## config.mk

```make
export PLATFORM = sky130hd
export DESIGN_NAME = worley_point_scheduler
export DESIGN_NICKNAME = d
export VERILOG_FILES = /design/src/rtl/worley_point_scheduler.sv
export SDC_FILE = /design/constraint.sdc
export NUM_CORES = 1
export LEC_CHECK = 0
export ABC_AREA = 1
export ABC_CLOCK_PERIOD_IN_PS = 7500
export CAP_MARGIN = 20
export CORE_MARGIN = 2
export CORE_UTILIZATION = 35
export CTS_BUF_LIST = sky130_fd_sc_hd__clkbuf_4
export DETAILED_ROUTE_END_ITERATION = 8
export MAX_ROUTING_LAYER = met4
export SYNTH_ARGS = -nofsm -noshare
export SYNTH_HDL_FRONTEND = slang
export SYNTH_SLANG_ARGS = --single-unit
```

## constraint.sdc

```tcl
create_clock -name clk -period 7.5 [get_ports clk]
set_input_delay 1.5 -clock clk [delete_from_list [all_inputs] [get_ports clk]]
set_output_delay 1.5 -clock clk [all_outputs]
set_load 0.05 [all_outputs]
```

## src/rtl/worley_point_scheduler.sv

```systemverilog
// Feature-point store for the Worley datapath: per-frame bounce update,
// indexed read port and host write port. Option: WORLEY_SCHED_JITTER_EN.
module worley_point_scheduler #(
   parameter int NUM_POINTS = 4,
   parameter int COORD_W    = 10,
   parameter int VEL_W      = 4,
   parameter int X_MAX      = 639,
   parameter int Y_MAX      = 479
) (
   input  logic               clk,
   input  logic               rst_n,
   input  logic               frame_tick,
   input  logic               pause,
   input  logic               wr_en,
   input  logic [3:0]         wr_idx,
   input  logic [COORD_W-1:0] wr_x,
   input  logic [COORD_W-1:0] wr_y,
   input  logic [VEL_W-1:0]   wr_dx,
   input  logic [VEL_W-1:0]   wr_dy,
   output logic               wr_ready,
   input  logic [3:0]         rd_idx,
   output logic [COORD_W-1:0] rd_x,
   output logic [COORD_W-1:0] rd_y,
   output logic               busy,
   output logic               overrun,
   output logic [15:0]        frame_count
);

   typedef enum logic [1:0] {IDLE, UPDATE, DONE} state_t;

   localparam logic [COORD_W-1:0] XLIM = COORD_W'(X_MAX);
   localparam logic [COORD_W-1:0] YLIM = COORD_W'(Y_MAX);
   localparam logic [3:0]         LAST = 4'(NUM_POINTS - 1);

   state_t state_q, state_d;
   logic [3:0]         idx_q;
   logic               overrun_q;
   logic [15:0]        frame_count_q;

   logic [COORD_W-1:0] px_q [NUM_POINTS];
   logic [COORD_W-1:0] py_q [NUM_POINTS];
   logic [VEL_W-1:0]   vx_q [NUM_POINTS];
   logic [VEL_W-1:0]   vy_q [NUM_POINTS];

   logic               tick_go;
   logic               wr_fire;
   logic [COORD_W-1:0] cur_x, cur_y;
   logic [VEL_W-1:0]   cur_vx, cur_vy;
   logic [COORD_W-1:0] nx, ny;
   logic [VEL_W-1:0]   nvx, nvy;
   logic [VEL_W-1:0]   rvx, rvy;
   logic               bx, by;
   logic [COORD_W-1:0] wx_clamp, wy_clamp;

   // Returns {bounced, new_position}; sum is formed wide enough to
   // see both underflow below zero and overflow past the limit.
   function automatic logic [COORD_W:0] step_pos(
      input logic [COORD_W-1:0] p,
      input logic [VEL_W-1:0]   v,
      input logic [COORD_W-1:0] lim
   );
      logic signed [COORD_W+1:0] n;
      n = $signed({2'b00, p}) +
          $signed({{(COORD_W+2-VEL_W){v[VEL_W-1]}}, v});
      if (n < 0)
         return {1'b1, {COORD_W{1'b0}}};
      if (n > $signed({2'b00, lim}))
         return {1'b1, lim};
      return {1'b0, n[COORD_W-1:0]};
   endfunction

   function automatic logic [VEL_W-1:0] reflect(
      input logic [VEL_W-1:0] v
   );
      if (v == {1'b1, {(VEL_W-1){1'b0}}})
         return {1'b0, {(VEL_W-1){1'b1}}};
      return -v;
   endfunction

`ifdef WORLEY_SCHED_JITTER_EN
   logic [15:0] lfsr_q;

   function automatic logic [VEL_W-1:0] jitter(
      input logic [VEL_W-1:0] v,
      input logic [1:0]       j
   );
      logic [VEL_W-1:0] mag;
      mag = VEL_W'(j) + VEL_W'(1);
      return v[VEL_W-1] ? -mag : mag;
   endfunction

   always_ff @(posedge clk) begin
      if (!rst_n)
         lfsr_q <= 16'hACE1;
      else if (state_q == UPDATE)
         lfsr_q <= {1'b0, lfsr_q[15:1]} ^
                   (lfsr_q[0] ? 16'hB400 : 16'h0000);
   end
`endif

   assign tick_go  = frame_tick && !pause;
   assign wr_ready = (state_q == IDLE) && !tick_go;
   assign wr_fire  = wr_en && wr_ready;
   assign busy     = (state_q != IDLE);
   assign overrun  = overrun_q;
   assign frame_count = frame_count_q;

   assign wx_clamp = (wr_x > XLIM) ? XLIM : wr_x;
   assign wy_clamp = (wr_y > YLIM) ? YLIM : wr_y;

   always_comb begin
      state_d = state_q;
      unique case (state_q)
         IDLE:    if (tick_go) state_d = UPDATE;
         UPDATE:  if (idx_q == LAST) state_d = DONE;
         DONE:    state_d = IDLE;
         default: state_d = IDLE;
      endcase
   end

   always_comb begin
      cur_x  = '0;
      cur_y  = '0;
      cur_vx = '0;
      cur_vy = '0;
      for (int i = 0; i < NUM_POINTS; i++) begin
         if (idx_q == 4'(i)) begin
            cur_x  = px_q[i];
            cur_y  = py_q[i];
            cur_vx = vx_q[i];
            cur_vy = vy_q[i];
         end
      end
   end

   always_comb begin
      rd_x = '0;
      rd_y = '0;
      for (int i = 0; i < NUM_POINTS; i++) begin
         if (rd_idx == 4'(i)) begin
            rd_x = px_q[i];
            rd_y = py_q[i];
         end
      end
   end

   always_comb begin
      {bx, nx} = step_pos(cur_x, cur_vx, XLIM);
      {by, ny} = step_pos(cur_y, cur_vy, YLIM);
      rvx = reflect(cur_vx);
      rvy = reflect(cur_vy);
`ifdef WORLEY_SCHED_JITTER_EN
      rvx = jitter(rvx, lfsr_q[1:0]);
      rvy = jitter(rvy, lfsr_q[1:0]);
`endif
      nvx = bx ? rvx : cur_vx;
      nvy = by ? rvy : cur_vy;
   end

   always_ff @(posedge clk) begin
      if (!rst_n) begin
         state_q       <= IDLE;
         idx_q         <= '0;
         overrun_q     <= 1'b0;
         frame_count_q <= '0;
         for (int i = 0; i < NUM_POINTS; i++) begin
            px_q[i] <= COORD_W'((100 + 128 * i) % (X_MAX + 1));
            py_q[i] <= COORD_W'((80 + 96 * i) % (Y_MAX + 1));
            vx_q[i] <= (i % 2 == 0) ? VEL_W'(1) : '1;
            vy_q[i] <= VEL_W'(1);
         end
      end else begin
         state_q <= state_d;
         if (busy && tick_go)
            overrun_q <= 1'b1;
         unique case (state_q)
            IDLE:    idx_q <= '0;
            UPDATE:  idx_q <= idx_q + 4'd1;
            DONE:    frame_count_q <= frame_count_q + 16'd1;
            default: idx_q <= '0;
         endcase
         for (int i = 0; i < NUM_POINTS; i++) begin
            if (state_q == UPDATE && idx_q == 4'(i)) begin
               px_q[i] <= nx;
               py_q[i] <= ny;
               vx_q[i] <= nvx;
               vy_q[i] <= nvy;
            end else if (wr_fire && wr_idx == 4'(i)) begin
               px_q[i] <= wx_clamp;
               py_q[i] <= wy_clamp;
               vx_q[i] <= wr_dx;
               vy_q[i] <= wr_dy;
            end
         end
      end
   end

endmodule
```

# Yosys cells after proc, flatten, opt, wreduce, memory -nomap -nowiden
# Memory sizes are Yosys's and may differ from the RTL's.
# Index checks and enable logic that the tools add are counted.
# W data, S select, Z words.
word_totals:
  ff_bits: 23
  ramBits: 112
  output_inout_bits: 39
  n_memories: 4
classes:
  add_sub_neg: 6
  n_lt_le_gt_ge: 6
  n_eq_ne: 15
  n_mux: 113
  n_bitwise: 32
  n_reduce_logical: 20
memory_table:
  columns: ["memory", "depth", "width", "read_ports", "rd_clocked_by_memory_dff", "write_ports", "line", "rtl"]
  rows:
  - ["px_q", 4, 10, 4, 0, 4, "40", "logic [COORD_W-1:0] px_q [NUM_POINTS];"]
  - ["py_q", 4, 10, 4, 0, 4, "41", "logic [COORD_W-1:0] py_q [NUM_POINTS];"]
  - ["vx_q", 4, 4, 4, 0, 4, "42", "logic [VEL_W-1:0] vx_q [NUM_POINTS];"]
  - ["vy_q", 4, 4, 4, 0, 4, "43", "logic [VEL_W-1:0] vy_q [NUM_POINTS];"]
ops:
  columns: ["op", "n"]
  rows:
  - ["$mux W10", 34]
  - ["$mux W4", 30]
  - ["$mux W11", 8]
  - ["$mux W1", 37]
  - ["$or A1 B1 Y1", 32]
  - ["$add A11 B4 Y12", 2]
  - ["$eq A4 B2 Y1 const B", 6]
  - ["$lt A12 B1 Y1 const B", 2]
  - ["$add A16 B1 Y16 const B", 1]
  - ["$eq A4 B1 Y1 const B", 3]
  - ["$gt A12 B10 Y1 const B", 1]
  - ["$gt A12 B11 Y1 const B", 1]
  - ["$logic_and A1 B1 Y1", 12]
  - ["$logic_not A4 Y1", 3]
  - ["$gt A10 B10 Y1 const B", 1]
  - ["$gt A10 B9 Y1 const B", 1]
  - ["$eq A4 B4 Y1 const B", 2]
  - ["$neg A4 Y4", 2]
  - ["$pmux W4 S2", 1]
  - ["$add A4 B1 Y4 const B", 1]
  - ["$mux W2", 2]
  - ["$ne A2 B2 Y1 const B", 2]
  - ["$pmux W2 S2", 1]
  - ["$eq A2 B1 Y1 const B", 1]
  - ["5 further kinds", 6]

# Depth between registers and ports, before layout
depth:
  ltp_word: 14
  ltp_mapped: 26

# Least setup slack after synthesis
# No wires, ideal clock.
synth_path:
  kind: "input-to-output"
  startpoint: "in rd_idx[1]"
  endpoint: "out rd_x[1]"
  t_arrival_ns: 3.393
  required_ns: 6.000
  setup_slack_ns: 2.607
  cell_stages: 5
  path_cell_list: "inv_1 nor3_2 nand2_1 clkbuf_1 o21ai_0"
synth_between:
  elab_chain_len: 5
synth_lines:
  columns: ["element", "line", "rtl"]
  rows:
  - ["start, declared", "21", "input logic [3:0] rd_idx,"]
  - ["$logic_not A4 Y1", "140", "if (rd_idx == 4'(i)) begin"]
  - ["$mux W10 (3 in a row)", "140", null]
  - ["$mux W10 (*)", "140", null]
  - ["end, declared", "22", "output logic [COORD_W-1:0] rd_x,"]
# Mark *: on every way between the ends. The rest lies on a longest branch, timed or not.

# Final worst setup path
layout_path:
  startpoint: "in rd_idx[1]"
  endpoint: "out rd_x[3]"
# Same word-level chain as after synthesis.

==> flow_metrics.py <==
metrics = {
    "floorplanning": {
        "ios": 80,
        "die-width_um": 165,
        "core_sq_mm": 0.0258,
        "fp.dieH_um": 165,
        "die_area_sq_mm": 0.0273,
        "rows": 59,
        "initial_core_util": 0.353,
    },
    "power": {
        "clkPwrFrac": 0.266,
        "powerDensity_mw_per_mm2": 202,
        "peakVddDrop_v": 0.0000844,
        "seqPwrFrac": 0.400,
        "internal_power_mw": 1.32,
        "leakagePower_nw": 4.22,
        "swShare": 0.378,
        "power_switching_mw": 0.803,
        "combPwrFrac": 0.334,
    },
    "timing": {
        "drv_slew": 0,
        "fin_worst_skew_ns": 0.0271,
        "fin_setup_tns_ns": 0,
        "fmax_mhz": 162,
        "rsz0062_at_grt": "false",
        "worst_slack_ns": 1.34,
        "finalSetupViolations": 0,
        "max-slew-margin-rel": 0.272,
        "final-hold-violation-count": 0,
        "tightest_slew_ns": 1.09,
        "fin_crit_ns": 6.16,
        "fin_crit_sh": 0.821,
    },
    "setup_path": {
        "path_buf_inv": 4,
        "path_max_fanout": 27,
        "critPathRequiredTime_ns": 6.00,
        "arrival_ns": 4.66,
        "critical_path.max_stage_delay_ns": 0.88,
        "path_class": "primary input to output pin",
        "crit_family": "buffers and inverters",
        "setup.worst_path.start_class": "primary input",
        "crit_path_end_kind": "output pin",
        "cp_common_cell": "clkdlybuf4s50_1",
        "crit_chain": "clkdlybuf4s50_1 -> inv_1 -> nor3_2 -> buf_4 -> nand2_1 -> o21ai_0 -> clkdlybuf4s50_1",
        "crit_slowest_cell": "clkdlybuf4s50_1",
    },
    "finish": {
        "layout_common_cells": "322 x nand2_1, 146 x inv_1, 112 x edfxtp_1",
        "area.growth.synth_to_final_pct": 15.8,
        "antenna_cells": 0,
        "final_util": 0.409,
        "drive_gt1_frac": 0.0716,
        "layout_commonest_cell": "nand2_1",
        "stdcell_count": 1606,
        "nNetsFinal": 1331,
    },
    "clock_tree": {
        "post_cts_resized": 0,
        "cts_tree": "built",
        "cts_buffers": 17,
        "clkSlewWorstSetupHoldPaths_ns": 0.12,
        "insertion_delay_ns": 0.59,
        "max-clock-path-buffers": 2,
        "cts_num_sinks": 135,
        "cts_setup_buffers": 0,
        "clockRootBuffer": "clkbuf_4",
        "htree_levels": 4,
        "ctsHoldBuffers": 0,
    },
    "synth": {
        "seq_area_frac_synth": 0.420,
        "synth_async_sr_flop_share": 0,
        "synth-seq-cells": 135,
        "synth_edf_count": 112,
        "synth_warnings": 0,
        "synth-main-ff-cell": "edfxtp_1",
        "synth_area_leaders": "edfxtp_1 37%, nand2_1 13%, inv_1 6.0%",
        "yosysTopAreaCell": "edfxtp_1",
        "syn_avg_cell_area_sq_um": 7.61,
        "yosys.cell_types.count": 51,
        "netlist_area_sq_mm": 0.00910,
        "yosysTopAreaCellShare": 0.370,
        "syn-instance-count": 1195,
    },
    "route": {
        "num_vias": 8777,
        "drtIter0Drc": 928,
        "ant_nets": 0,
        "wl_per_cell_um": 18.4,
        "viasPerCell": 5.47,
        "route.detailed.drc": 0,
        "wl_um": 29500,
        "drt-pass1-iter-count": 8,
    },
    "place": {
        "place_inst": 1575,
        "place_ws_ns": 1.37,
        "dp_hpwl_um": 20200,
        "portBuffers": 79,
        "gp_congestion": 0.901,
    },
    "run_status": {
        "status": "complete, no violations",
    },
    "flow_run": {
        "cap_violations": 0,
    },
    "global_route": {
        "gr-total-overflow": 0,
        "grt_usage": 0.228,
        "grt_pass1_vias": 8382,
        "grt_max_degree": 52,
        "grt_pass1_wl_um": 45900,
        "antenna_found_initial": 0,
    },
    "worst_hold_path": {
        "hp-class": "flop to flop",
    },
}
-- cells in the mapped netlist (all sizes together), types with 3 or more instances --
cell type  count
nand2        334
inv          152
edfxtp       112
o21ai         94
nor2          83
nand3         82
a21oi         47
clkbuf        37
nand4         37
o22ai         37
ha            29
dfxtp         23
a221oi        20
or2           17
buf           13
o2111ai       13
nor3          12
a31oi         10
xnor2          8
a22oi          6
nand3b         5
xor2           4
clkinv         3
o21a           3
o21bai         3
-- cells by family (layout without fill, tap and decap cells) --
logic type,Yosys count,in the layout,synth area share
other,1,4,0.000412
AO/OA/AOI/OAI,237,237,0.156
flip-flops,135,135,0.420
buffers and inverters,205,278,0.0867
XOR/XNOR,12,12,0.0124
AND/OR/NAND/NOR,574,574,0.280
adder cells (fa/ha/maj),31,31,0.0443
-- stage by stage --
stage	area [sq um]	power [mW]	hold WS, ns
floorplan	9110	1.37	0.472
global placement	10200	1.56	0.456
detailed placement	10200	1.57	0.461
CTS	10500	2.12	0.483
global route	10500	2.24	0.515
finish	10500	2.13	0.476
-- worst paths after layout --
kind	startpoint	end	cells past startpoint	slack, ns
max reg2reg	idx_q[2]	px_q[3][2]	20	2.78
min	frame_count[15]	frame_count[15]	2	0.48
max	rd_idx[1]	rd_x[3]	7	1.34
min reg2reg	frame_count[15]	frame_count[15]	2	0.48
-- sequential cells by signal, summed over array words and instances (netlist names) --
name         count
vy_q            16
state_q          2
px_q            40
overrun          1
frame_count     16
py_q            40
vx_q            16
idx_q            4
-- worst min-delay path: cells and delay by family, from the launching register on --
family | cells | cell delay [ns]
flip-flops | 1 | 0.33
buffers and inverters | 1 | 0.06
AO/OA/AOI/OAI | 1 | 0.05
-- layer usage --
metal	wire [um]	share of wire	track usage	vias to the layer above
met2	13300	0.45	0.357	440
met1	13000	0.44	0.303	4053
met3	2530	0.086	0.0345	62
met4	711	0.024	0.0719	0
met5	0	0	-	-
li1	-	-	-	4222
-- power by group through the flow --
stage               registers (mW)  clock network (mW)  logic (mW)
floorplan                    0.864                   0       0.505
global placement             0.867                   0       0.695
detailed placement           0.867                   0       0.700
CTS                          0.850               0.564       0.704
global route                 0.853               0.593       0.792
finish                       0.851               0.565       0.709
-- layout make-up --
class                      instances  area (sq um)
clock buffer                      17           128
clock inverter                    14           199
timing repair buffer              92           888
multi-input combinational        858          4500
tap                              335           419
fill                            2620         15200
inverter                         155           584
sequential                       135          3820
Note: power is estimated with default switching activity, not from simulation.
